--- config.mk ---
export PLATFORM = sky130hd
export DESIGN_NAME = load_store_unit
export DESIGN_NICKNAME = d
export VERILOG_FILES = /design/src/rtl/lsu_pkg.sv /design/src/rtl/lsu_align.sv /design/src/rtl/load_store_unit.sv
export SDC_FILE = /design/constraint.sdc
export NUM_CORES = 1
export LEC_CHECK = 0
export BUFFER_PORTS_ARGS = -buffer_cell sky130_fd_sc_hd__buf_2
export CORE_MARGIN = 2
export CORE_UTILIZATION = 32
export DETAILED_ROUTE_END_ITERATION = 6
export SETUP_SLACK_MARGIN = 0.3
export SLEW_MARGIN = 20
export SYNTH_ARGS = -nofsm -noshare
export SYNTH_HDL_FRONTEND = slang
export SYNTH_SLANG_ARGS = --single-unit
--- constraint.sdc ---
create_clock -name clk -period 3.1 [get_ports clk]
set_clock_uncertainty 0.05 [all_clocks]
set_input_delay 0.465 -clock clk [delete_from_list [all_inputs] [get_ports clk]]
set_output_delay 0.465 -clock clk [all_outputs]
set_load 0.05 [all_outputs]
--- src/rtl/lsu_pkg.sv ---
// Shared encodings for the load/store unit: access sizes, response error codes,
// FSM state values and the default data-memory depth.
package lsu_pkg;

    localparam int unsigned MEM_WORDS_DEF = 128;

    localparam logic [1:0] SZ_BYTE = 2'b00;
    localparam logic [1:0] SZ_HALF = 2'b01;
    localparam logic [1:0] SZ_WORD = 2'b10;
    localparam logic [1:0] SZ_ILL  = 2'b11;

    localparam logic [1:0] ERR_OK    = 2'b00;
    localparam logic [1:0] ERR_ALIGN = 2'b01;
    localparam logic [1:0] ERR_RANGE = 2'b10;
    localparam logic [1:0] ERR_SIZE  = 2'b11;

    localparam logic [1:0] ST_IDLE = 2'd0;
    localparam logic [1:0] ST_RMW  = 2'd1;
    localparam logic [1:0] ST_RESP = 2'd2;

    typedef enum logic [1:0] {
        IDLE = ST_IDLE,
        RMW  = ST_RMW,
        RESP = ST_RESP
    } lsu_state_e;

endpackage

--- src/rtl/lsu_align.sv ---
// Little-endian lane handling: extracts a sign/zero-extended load value from a
// memory word and merges a store lane into an old word for read-modify-write.
module lsu_align
    import lsu_pkg::*;
(
    input  logic [31:0] word,
    input  logic [1:0]  off,
    input  logic [1:0]  size,
    input  logic        uns,
    input  logic [31:0] data,
    output logic [31:0] ext,
    output logic [31:0] merged
);

    logic [7:0]  byte_lane;
    logic [15:0] half_lane;

    always_comb begin
        ext       = '0;
        merged    = word;
        byte_lane = word[{off, 3'b000} +: 8];
        half_lane = word[{off[1], 4'b0000} +: 16];
        case (size)
            SZ_BYTE: begin
                ext = uns ? {24'h0, byte_lane} : {{24{byte_lane[7]}}, byte_lane};
                merged[{off, 3'b000} +: 8] = data[7:0];
            end
            SZ_HALF: begin
                ext = uns ? {16'h0, half_lane} : {{16{half_lane[15]}}, half_lane};
                merged[{off[1], 4'b0000} +: 16] = data[15:0];
            end
            default: begin
                ext    = word;
                merged = data;
            end
        endcase
    end

endmodule

--- src/rtl/load_store_unit.sv ---
// Memory-access stage: turns byte-addressed load/store requests into word
// commands for the data memory, with RMW for sub-word stores and error reporting.
module load_store_unit
    import lsu_pkg::*;
#(
    parameter int unsigned MEM_WORDS = MEM_WORDS_DEF,
    parameter int unsigned MEM_AW    = 8
) (
    input  logic              clk,
    input  logic              rst_n,
    input  logic              req_valid,
    output logic              req_ready,
    input  logic              req_we,
    input  logic [1:0]        req_size,
    input  logic              req_unsigned,
    input  logic [31:0]       req_addr,
    input  logic [31:0]       req_wdata,
    output logic              resp_valid,
    output logic [1:0]        resp_err,
    output logic [31:0]       resp_rdata,
    output logic              mem_read,
    output logic [MEM_AW-1:0] mem_addr,
    output logic [31:0]       mem_wd,
    input  logic [31:0]       mem_rd
);

    localparam logic [29:0] WORD_LIM = 30'(MEM_WORDS);

    logic [1:0]        state;
    logic [MEM_AW-1:0] addr_q;
    logic [1:0]        off_q;
    logic [1:0]        size_q;
    logic [1:0]        err_q;
    logic              uns_q;
    logic              we_q;
    logic [31:0]       data_q;

    logic              accept;
    logic [1:0]        err_c;
    logic [MEM_AW-1:0] req_word;
    logic [31:0]       ext;
    logic [31:0]       merged;

    assign req_word  = req_addr[MEM_AW+1:2];
    assign req_ready = rst_n && (state == ST_IDLE);
    assign accept    = req_valid && req_ready;

    always_comb begin
        if (req_size == SZ_ILL)
            err_c = ERR_SIZE;
        else if ((req_size == SZ_HALF && req_addr[0]) ||
                 (req_size == SZ_WORD && req_addr[1:0] != 2'b00))
            err_c = ERR_ALIGN;
        else if (req_addr[31:2] >= WORD_LIM)
            err_c = ERR_RANGE;
        else
            err_c = ERR_OK;
    end

    // mem_rd is the read data for the command of the previous cycle: the old word
    // in RMW, the load word in RESP. Both use the same latched lane controls.
    lsu_align u_align (
        .word   (mem_rd),
        .off    (off_q),
        .size   (size_q),
        .uns    (uns_q),
        .data   (data_q),
        .ext    (ext),
        .merged (merged)
    );

    always_ff @(posedge clk or negedge rst_n) begin
        if (!rst_n) begin
            state  <= ST_IDLE;
            addr_q <= '0;
            off_q  <= '0;
            size_q <= '0;
            err_q  <= ERR_OK;
            uns_q  <= 1'b0;
            we_q   <= 1'b0;
            data_q <= '0;
        end else begin
            case (state)
                ST_IDLE: begin
                    if (accept) begin
                        err_q  <= err_c;
                        we_q   <= req_we;
                        size_q <= req_size;
                        uns_q  <= req_unsigned;
                        off_q  <= req_addr[1:0];
                        data_q <= req_wdata;
                        if (err_c == ERR_OK)
                            addr_q <= req_word;
                        if (err_c == ERR_OK && req_we && req_size != SZ_WORD)
                            state <= ST_RMW;
                        else
                            state <= ST_RESP;
                    end
                end
                ST_RMW:  state <= ST_RESP;
                ST_RESP: state <= ST_IDLE;
                default: state <= ST_IDLE;
            endcase
        end
    end

    // Only the SW accept cycle and the RMW cycle may drive a write.
    always_comb begin
        mem_read = 1'b1;
        mem_addr = addr_q;
        mem_wd   = '0;
        case (state)
            ST_IDLE: begin
                if (accept && err_c == ERR_OK) begin
                    mem_addr = req_word;
                    if (req_we && req_size == SZ_WORD) begin
                        mem_read = 1'b0;
                        mem_wd   = req_wdata;
                    end
                end
            end
            ST_RMW: begin
                mem_read = 1'b0;
                mem_wd   = merged;
            end
            default: ;
        endcase
    end

    assign resp_valid = (state == ST_RESP);
    assign resp_err   = resp_valid ? err_q : ERR_OK;
    assign resp_rdata = (resp_valid && !we_q && err_q == ERR_OK) ? ext : '0;

endmodule

==> results.sh <==
export IMPL_design_area_mm2=0.00703
export IMPL_clk_path_buf_depth=2
export IMPL_wl_per_cell_um=23.2
export IMPL_r2r_cells=6
export IMPL_initial_core_util=0.323
export IMPL_rows=42
export IMPL_finalNonFillerCells=816
export IMPL_finalSetupViolations=0
export IMPL_synth_ff_type="dfrtp_1"
export IMPL_worst_pin_slew_ns=0.743
export IMPL_most_common_layout_cells="120 x buf_2, 51 x buf_6, 47 x buf_4"
export IMPL_die_area_mm2=0.0142
export IMPL_syn_inst=438
export IMPL_endpoint="resp_rdata[21]"
export IMPL_vias_per_cell=5.96
export IMPL_relSlewSlack=0.504
export IMPL_holdCritPathClass="input port to flip-flop"
export IMPL_fin_total_pwr_mw=2.56
export IMPL_syn_nets=546
export IMPL_dpl_cell_area_mm2=0.00593
export IMPL_fin_crit_ns=2.88
export IMPL_power_density_mw_per_mm2=363
export IMPL_multiInputGateArea_mm2=0.00345
export IMPL_crit_path_end_kind="primary output"
export IMPL_path_clk_slew_ns=0.07
export IMPL_seq_area_mm2=0.00126
export IMPL_buffer_ports_inserted=179
export IMPL_vdd_drop_max_uv=238
export IMPL_utilization=0.537
export IMPL_first_iter_violations=546
export IMPL_area_growth_pct=66.2
export IMPL_cts_tree="built"
export IMPL_dp_hpwl_mm=12.8
export IMPL_ys_ff_latch=50
export IMPL_cp_data_arrival_time_ns=2.37
export IMPL_regToRegSetupSlack_ns=0.89
export IMPL_holdBufCountCts=0
export IMPL_grt_pass1_wl_mm=28.0
export IMPL_tns_ns=0
export IMPL_ys_seq_area_frac=0.296
export IMPL_track_usage=0.255
export IMPL_maxCapViolCount=0
export IMPL_htree_levels=2
export IMPL_vias=4863
export IMPL_netlist_area_mm2=0.00423
export IMPL_place_congestion=0.925
export IMPL_required_ns=2.58
export IMPL_first_pass_iters=7
export IMPL_r2r_start="state[0]"
export IMPL_grt_max_degree=52
export IMPL_synth_edff_count=0
export IMPL_crit_type="flip-flop to primary output"
export IMPL_route_detailed_drc=0
export IMPL_placed_cells=779
export IMPL_outcome="finished, final reports clean"
export IMPL_ant_nets=0
export IMPL_ys_warn_count=0
export IMPL_num_nets_final=747
export IMPL_cts_buffers=5
export IMPL_critPathLaunchType="flip-flop"
export IMPL_fp_dieH_um=119
export IMPL_cp_startpoint="off_q[1]"
export IMPL_rsz0062_at_grt="true"
export IMPL_io_pin_count=180
export IMPL_clock_latency_ns=0.29
export IMPL_antenna_found_initial=0
export IMPL_path_max_fanout=8
export IMPL_coreArea_mm2=0.0131
export IMPL_worstReg2RegEnd="data_q[4]"
export IMPL_antenna_cells=0
export IMPL_die_w_um=119
export IMPL_cts_sinks=50
export IMPL_layout_drive_gt1_share=0.608
export IMPL_avgSynthCellArea_um2=9.66
export IMPL_grt_overflow=0
export IMPL_final_common_cell="buf_2"
export IMPL_grt_pass1_vias=4820
export IMPL_fmax_ghz=0.347
export IMPL_cts_root_buf="clkbuf_16"
export IMPL_routed_wl_mm=18.9
export IMPL_fin_crit_sh=0.929
export IMPL_maxSlewViolCount=0
export IMPL_synth_cell_types=48
export IMPL_fillers=1186
export IMPL_power_leakage_nw=3.07
export IMPL_synthArstFlopShare=1.00
export IMPL_hold_violations=0
[worst max-delay path: stages (launching register included)]
cell       delay [ns]
dfrtp_2          0.44
buf_12           0.14
mux4_2           0.51
a21o_4           0.24
o221ai_4         0.26
clkbuf_16        0.25
a21oi_4          0.04
buf_6            0.17
[registers in the layout, summed over array words and instances, names as in the netlist]
signal / cells
data_q: 32
addr_q: 8
err_q: 2
off_q: 2
size_q: 2
state: 2
uns_q: 1
we_q: 1
[cells in the mapped netlist (10+ instances only)]
| cell type | n | area (µm²) |
|---|---|---|
| a21oi_1 | 22 | 110 |
| a221oi_1 | 10 | 87.6 |
| a222oi_1 | 16 | 160 |
| a22o_1 | 17 | 149 |
| clkbuf_1 | 22 | 82.6 |
| dfrtp_1 | 50 | 1250 |
| inv_1 | 26 | 97.6 |
| mux2_2 | 41 | 462 |
| nand2_1 | 32 | 120 |
| nor2_1 | 24 | 90.1 |
| o21ai_0 | 20 | 100 |
| o221ai_1 | 21 | 184 |
| o2bb2ai_1 | 26 | 228 |
[layout make-up]
| type | count | area share |
|---|---|---|
| inverters | 26 | 0.0146 |
| clock buffers | 6 | 0.0197 |
| multi-input cells | 323 | 0.490 |
| repair buffers | 233 | 0.264 |
| clock inverters | 2 | 0.00178 |
| flip-flops and latches | 50 | 0.179 |
| well taps | 176 | 0.0313 |
[kinds of logic after synthesis]
group | synth area share
AOI/OAI and AO/OA | 0.309
adders and majority gates | 0.0148
buffers and inverters | 0.0624
DFF | 0.296
muxes | 0.194
and+or+nand+nor | 0.124
[power by group]
group	switching [mW]	internal (mW)
Clock	0.266	0.321
Combinational	0.629	0.468
Sequential	0.128	0.744
Total	1.02	1.53
[metal layers]
| metal | up-vias | GRT usage | wire, µm | share of wire |
|---|---|---|---|---|
| met2 | 301 | 0.425 | 9100 | 0.48 |
| met4 | 0 | 0.0647 | 367 | 0.019 |
| met3 | 28 | 0.0484 | 1590 | 0.084 |
| met5 | - | 0 | 0 | 0 |
| li1 | 2160 | - | - | - |
| met1 | 2374 | 0.340 | 7880 | 0.42 |
[how the worst min path moves through the flow]
stage | endpoint | cells past startpoint | slack (ns) | start
after detailed placement | addr_q[7] | 1 | 0.44 | addr_q[7]
after global placement | addr_q[7] | 1 | 0.43 | addr_q[7]
after CTS | uns_q | 3 | 0.32 | req_unsigned
after global routing | uns_q | 3 | 0.36 | req_unsigned
after floorplan | addr_q[0] | 0 | 0.12 | rst_n
final | uns_q | 3 | 0.33 | req_unsigned
[per-stage QoR]
| stage | hold slack, ns | worst slack, ns |
|---|---|---|
| 2_1_floorplan | 0.119 | 0.209 |
| 3_3_place_gp | 0.434 | 0.282 |
| 3_5_place_dp | 0.440 | 0.226 |
| 4_1_cts | 0.323 | 0.239 |
| 5_1_grt | 0.361 | 0.175 |
| 6_report | 0.333 | 0.220 |
[repair_timing]
item / in CTS / in global routing
pin swaps: 21 / 23
gates resized for setup: 81 / 116
setup endpoints to repair: 66 / 70
setup buffers: 10 / 12
gates cloned: 4 / 3
No activity file was read; power rests on OpenSTA's default activity.
